## src/rtl/alu_exec_stage.sv

```systemverilog
// ============================================================================
// Module   : alu_exec_stage
// Purpose  : ALU execute stage. The registered result sits behind a
//            valid/ready handshake with a one-entry skid, and a synchronous
//            flush is provided. Optional macro ALU_SHIFT_EN enables the shift
//            ops (codes 100/110/111).
// Revision : 1.0 - initial release
// ============================================================================
`default_nettype none

module alu_exec_stage #(
    parameter int DATA_WIDTH     = 32,
    parameter int REG_ADDR_WIDTH = 5
) (
    input  logic                      clk_i,
    input  logic                      rst_n_i,
    input  logic                      valid_i,
    output logic                      ready_o,
    input  logic [2:0]                alu_control_i,
    input  logic [DATA_WIDTH-1:0]     src_a_i,
    input  logic [DATA_WIDTH-1:0]     src_b_i,
    input  logic [REG_ADDR_WIDTH-1:0] rd_addr_i,
    input  logic                      flush_i,
    output logic                      valid_o,
    input  logic                      ready_i,
    output logic [DATA_WIDTH-1:0]     result_o,
    output logic                      zero_o,
    output logic [REG_ADDR_WIDTH-1:0] rd_addr_o
);

    localparam logic [2:0] OP_ADD = 3'b000;
    localparam logic [2:0] OP_SUB = 3'b001;
    localparam logic [2:0] OP_AND = 3'b010;
    localparam logic [2:0] OP_OR  = 3'b011;
    localparam logic [2:0] OP_SLT = 3'b101;
`ifdef ALU_SHIFT_EN
    localparam logic [2:0] OP_SLL = 3'b100;
    localparam logic [2:0] OP_SRL = 3'b110;
    localparam logic [2:0] OP_SRA = 3'b111;
    localparam int         SHAMT_WIDTH = $clog2(DATA_WIDTH);
`endif

    logic [DATA_WIDTH-1:0]     alu_result;
    logic                      alu_zero;
    logic                      slt_flag;

    logic                      out_valid;
    logic [DATA_WIDTH-1:0]     out_result;
    logic                      out_zero;
    logic [REG_ADDR_WIDTH-1:0] out_rd;

    logic                      skid_full;
    logic [DATA_WIDTH-1:0]     skid_result;
    logic                      skid_zero;
    logic [REG_ADDR_WIDTH-1:0] skid_rd;

    logic                      accept;
    logic                      out_free;

`ifdef ALU_SHIFT_EN
    logic [SHAMT_WIDTH-1:0]    shamt;
    assign shamt = src_b_i[SHAMT_WIDTH-1:0];
`endif

    assign slt_flag = $signed(src_a_i) < $signed(src_b_i);

    always_comb begin
        alu_result = '0;
        case (alu_control_i)
            OP_ADD:  alu_result = src_a_i + src_b_i;
            OP_SUB:  alu_result = src_a_i - src_b_i;
            OP_AND:  alu_result = src_a_i & src_b_i;
            OP_OR:   alu_result = src_a_i | src_b_i;
            OP_SLT:  alu_result = {{(DATA_WIDTH-1){1'b0}}, slt_flag};
`ifdef ALU_SHIFT_EN
            OP_SLL:  alu_result = src_a_i << shamt;
            OP_SRL:  alu_result = src_a_i >> shamt;
            OP_SRA:  alu_result = DATA_WIDTH'($signed(src_a_i) >>> shamt);
`endif
            default: alu_result = '0;
        endcase
    end

    // Zero flag travels with its result so the output pair is always coherent.
    assign alu_zero = (alu_result == '0);

    // ready_o comes straight from a flop, so there is no path from ready_i.
    assign ready_o  = ~skid_full;
    assign accept   = valid_i & ready_o;
    assign out_free = ~out_valid | ready_i;

    always_ff @(posedge clk_i or negedge rst_n_i) begin
        if (!rst_n_i) begin
            out_valid   <= 1'b0;
            out_result  <= '0;
            out_zero    <= 1'b0;
            out_rd      <= '0;
            skid_full   <= 1'b0;
            skid_result <= '0;
            skid_zero   <= 1'b0;
            skid_rd     <= '0;
        end else if (flush_i) begin
            // Data registers keep their last value; only the valid state is squashed.
            out_valid <= 1'b0;
            skid_full <= 1'b0;
        end else if (out_free) begin
            if (skid_full) begin
                out_valid  <= 1'b1;
                out_result <= skid_result;
                out_zero   <= skid_zero;
                out_rd     <= skid_rd;
                if (accept) begin
                    skid_result <= alu_result;
                    skid_zero   <= alu_zero;
                    skid_rd     <= rd_addr_i;
                end else begin
                    skid_full <= 1'b0;
                end
            end else if (accept) begin
                out_valid  <= 1'b1;
                out_result <= alu_result;
                out_zero   <= alu_zero;
                out_rd     <= rd_addr_i;
            end else begin
                out_valid <= 1'b0;
            end
        end else if (accept) begin
            skid_full   <= 1'b1;
            skid_result <= alu_result;
            skid_zero   <= alu_zero;
            skid_rd     <= rd_addr_i;
        end
    end

    assign valid_o   = out_valid;
    assign result_o  = out_result;
    assign zero_o    = out_zero;
    assign rd_addr_o = out_rd;

endmodule

`default_nettype wire

```

## config.mk

```make
export PLATFORM = sky130hd
export DESIGN_NAME = alu_exec_stage
export DESIGN_NICKNAME = d
export VERILOG_FILES = /design/src/rtl/alu_exec_stage.sv
export SDC_FILE = /design/constraint.sdc
export NUM_CORES = 1
export LEC_CHECK = 0
export BUFFER_PORTS_ARGS = -buffer_cell sky130_fd_sc_hd__buf_2
export CORE_AREA = 10 10 153 155
export CTS_CLUSTER_DIAMETER = 100
export CTS_CLUSTER_SIZE = 24
export DETAILED_ROUTE_END_ITERATION = 10
export DIE_AREA = 0 0 163 165
export PLACE_DENSITY = 0.74
export SYNTH_ARGS = -nofsm -noshare
export SYNTH_HDL_FRONTEND = slang
export SYNTH_SLANG_ARGS = --single-unit
```

## constraint.sdc

```tcl
create_clock -name clk_i -period 3.4 [get_ports clk_i]
set_clock_uncertainty 0.05 [all_clocks]
set_input_delay 0.68 -clock clk_i [delete_from_list [all_inputs] [get_ports clk_i]]
set_output_delay 0.68 -clock clk_i [all_outputs]
set_load 0.1 [all_outputs]
```

==> out/summary.txt <==
Final hold vios: 0
Residual DRC: 0
Rows: 52
Clock transition at path regs: 60 ps
Final WS setup: -442 ps
Cells after synthesis: 1158
Area growth syn-to-layout: 53.0%
Ys async rst share: 1.00
Top cells by count, synth: 122 x nand2_1, 107 x ha_1, 99 x nor2_1
Post-Layout Inst Area: 13800 µm²
Post-synth EDFFs: 0
Worst Hold Depth: 2
Initial DRT Pass Iterations: 5
Placed Area: 12800 µm²
Synth area leaders: dfrtp_1 22%, ha_1 15%, o21ai_0 5.2%
DRT iter0 DRCs: 934
CP delay by family, top: simple AND/OR/NAND/NOR gates
Syn Nets: 1344
Final Core Density: 0.683
CP Buf/Inv Count: 3
Hold path startpoint: result_o[11]
DRT Wirelength: 35100 µm
Critical path data required time: 3590 ps
Largest family of logic cells by synthesized area: compound AO/OA/AOI/OAI gates
Crit end category: flop
P_leak: 6.81 nW
Core ar.: 20200 µm²
Critical-path cell list: buf_2 > inv_1 > ha_1 > o211ai_1 > o21a_1 > o21ai_1 > buf_4 > nand3_1 > and4b_1 > nor2_1 > mux2i_1 > o2111ai_1 > or3_4 > or4_4 > o31ai_4
IO Count: 117
Yosys top cell area share: 0.217
Power Density: 364 nW/µm²
Port Buf Inserts: 116
Die H: 165 µm
Yosys Warn Count: 0
RR Startpoint: skid_full
Worst VDD drop: 0.269 mV
Final worst path period share: 1.13
Max-cap violations: 0
RSZ-0062 raised after global routing: true
Grt ovf: 0
Reg2reg setup slack: 1330 ps
CTS tree: yes
Compound-Gate Fraction of Synth Area: 0.284
Num CTS Buffers: 9
Total number of vias: 10700
Number of cells on the critical path: 15
Initial core utilization: 0.446
Xor and xnor area share after synthesis: 0.00486
Slew Viols, Final: 0
Ys flop type: dfrtp_1
Share of the yosys chip area belonging to registers: 0.217
CP Max Fanout: 4
Status: finished with violations
CP startpoint kind: input pin
Vias/cell: 5.63
R2R Path End: result_o[23]
Most frequent cell after synthesis: nand2_1
Worst Reg2Reg Path Length in Cells: 7
Global-route wire length before repair: 55000 µm
Final #Nets: 1814
Initial antenna violation count: 0
Drt wl/cell: 18.4 µm
CTS Sinks: 78
Crit-path max cell delay: 510 ps
CP Class: in2reg
Largest net degree at the start of global routing: 79
Synth Cell Area: 9000 µm²
Share of cells above drive strength 1: 0.430
Arr. time, crit path: 4030 ps
Rel. slew slack: 0.331
Final min period: 3840 ps
Inserted Diodes: 0
Post-Synth Adder-Cell Area: 0.153
FMAX: 0.260 GHz
Vias in the first global route: 10400
Setup TNS: -1080 ps
Netlist cell types: 90
Worst-Skew Late Latency: 330 ps
Leading area contributor after synthesis: dfrtp_1
Maximum root-to-sink buffer count: 2
Die area: 26900 µm²
Actual slew at the worst max-slew pin: 1000 ps
Die X-Extent: 163 µm
Hold WC Path Type: reg2reg
Final setup fails: 4
GRT Total Usage: 0.252
H-Tree Depth: 3
GPL Wtd Cong: 1.02
Slowest cell on the critical path: or4_4
Worst hold endpoint: result_o[11]
Simple-Gate Fraction of Synth Area: 0.200
Synthesized area per cell: 7.78 µm²
Failing checks: negative setup slack
Synth Register Bits: 78
Detail Route Antenna Nets: 0
Root Buffer: clkbuf_16
Mux contribution to synthesized area: 0.0636
Dpl hpwl: 28400 µm
Fill cells: 1678
-- worst min-delay path, delay by kind of cell, from the launching register on --
| family | cells | cell delay [ps] |
|---|---|---|
| flops | 1 | 330 |
| compound gates | 1 | 60 |
| simple gates | 1 | 50 |
-- registers in the layout, indices dropped and copies added, names as in the netlist --
signal       flops
skid_zero        1
skid_rd          5
valid_o          1
rd_addr_o        5
skid_result     32
zero_o           1
result_o        32
skid_full        1
-- cell families after synthesis --
| group | count (synthesis) |
|---|---|
| flops | 78 |
| mux | 53 |
| xor+xnor | 5 |
| simple gates | 371 |
| compound gates | 382 |
| fa+ha+maj | 109 |
| buf+inv | 160 |
-- metrics by stage --
| stage | hold slack (ps) | power [mW] | worst slack [ps] | cells |
|---|---|---|---|---|
| after floorplan | 334 | 2.84 | -303 | 1158 |
| after global placement | 407 | 3.81 | -785 | 1865 |
| after detailed placement | 416 | 3.87 | -908 | 1865 |
| after CTS | 428 | 4.92 | -367 | 1904 |
| after global routing | 444 | 5.26 | -493 | 1903 |
| final | 426 | 5.01 | -442 | 1903 |
-- how the worst max path moves through the flow --
stage                     start      to
finish               src_b_i[4]  zero_o
floorplan            src_a_i[1]  zero_o
global placement    src_a_i[10]  zero_o
CTS                  src_b_i[1]  zero_o
detailed placement   src_a_i[1]  zero_o
global route         src_a_i[1]  zero_o
-- placed cells by master, fill, tap and decap left out, types with 16 or more instances in the layout --
cell / synthesis / final
buf_4: 3 / 401
nand2_1: 122 / 119
buf_2: 22 / 108
nor2_1: 99 / 92
ha_1: 107 / 89
o21ai_0: 94 / 88
a21oi_1: 90 / 82
dfrtp_1: 78 / 78
inv_1: 86 / 65
mux2i_1: 28 / 28
nor2b_1: 22 / 22
inv_2: 7 / 19
nand3_1: 23 / 19
mux2_2: 23 / 19
o211ai_1: 18 / 18
nand4_1: 17 / 17
o31ai_1: 21 / 17
a211oi_1: 21 / 16
nor3_1: 18 / 16
ha_4: 0 / 16
-- cell type report --
cell class                 count  area, µm²  share of cell area
timing repair buffer         525       3770               0.274
inverter                      94        382              0.0277
multi-input combinational    920       7030               0.510
clock buffer                  13        260              0.0189
tap                          270        338              0.0245
clock inverter                 3       42.5             0.00309
sequential                    78       1950               0.142
-- what timing repair did --
item,CTS,global route
hold buffers,0,0
buffers inserted,24,6
gates resized for setup,54,58
pin swaps,33,29
endpoints found under the setup margin,8,16
-- per-layer routing --
metal | global-route usage | routed length (µm)
met3 | 0.0391 | 2870
met5 | 0 | 0
met1 | 0.336 | 15300
met2 | 0.420 | 16400
met4 | 0.0545 | 567
-- power by group --
part           leakage [nW]  switching [mW]  internal (mW)
registers              1.00           0.106           1.13
clock network         0.146           0.349          0.607
logic                  5.66            1.75           1.07
total                  6.81            2.20           2.81
Note: power is estimated with default switching activity, not from simulation.
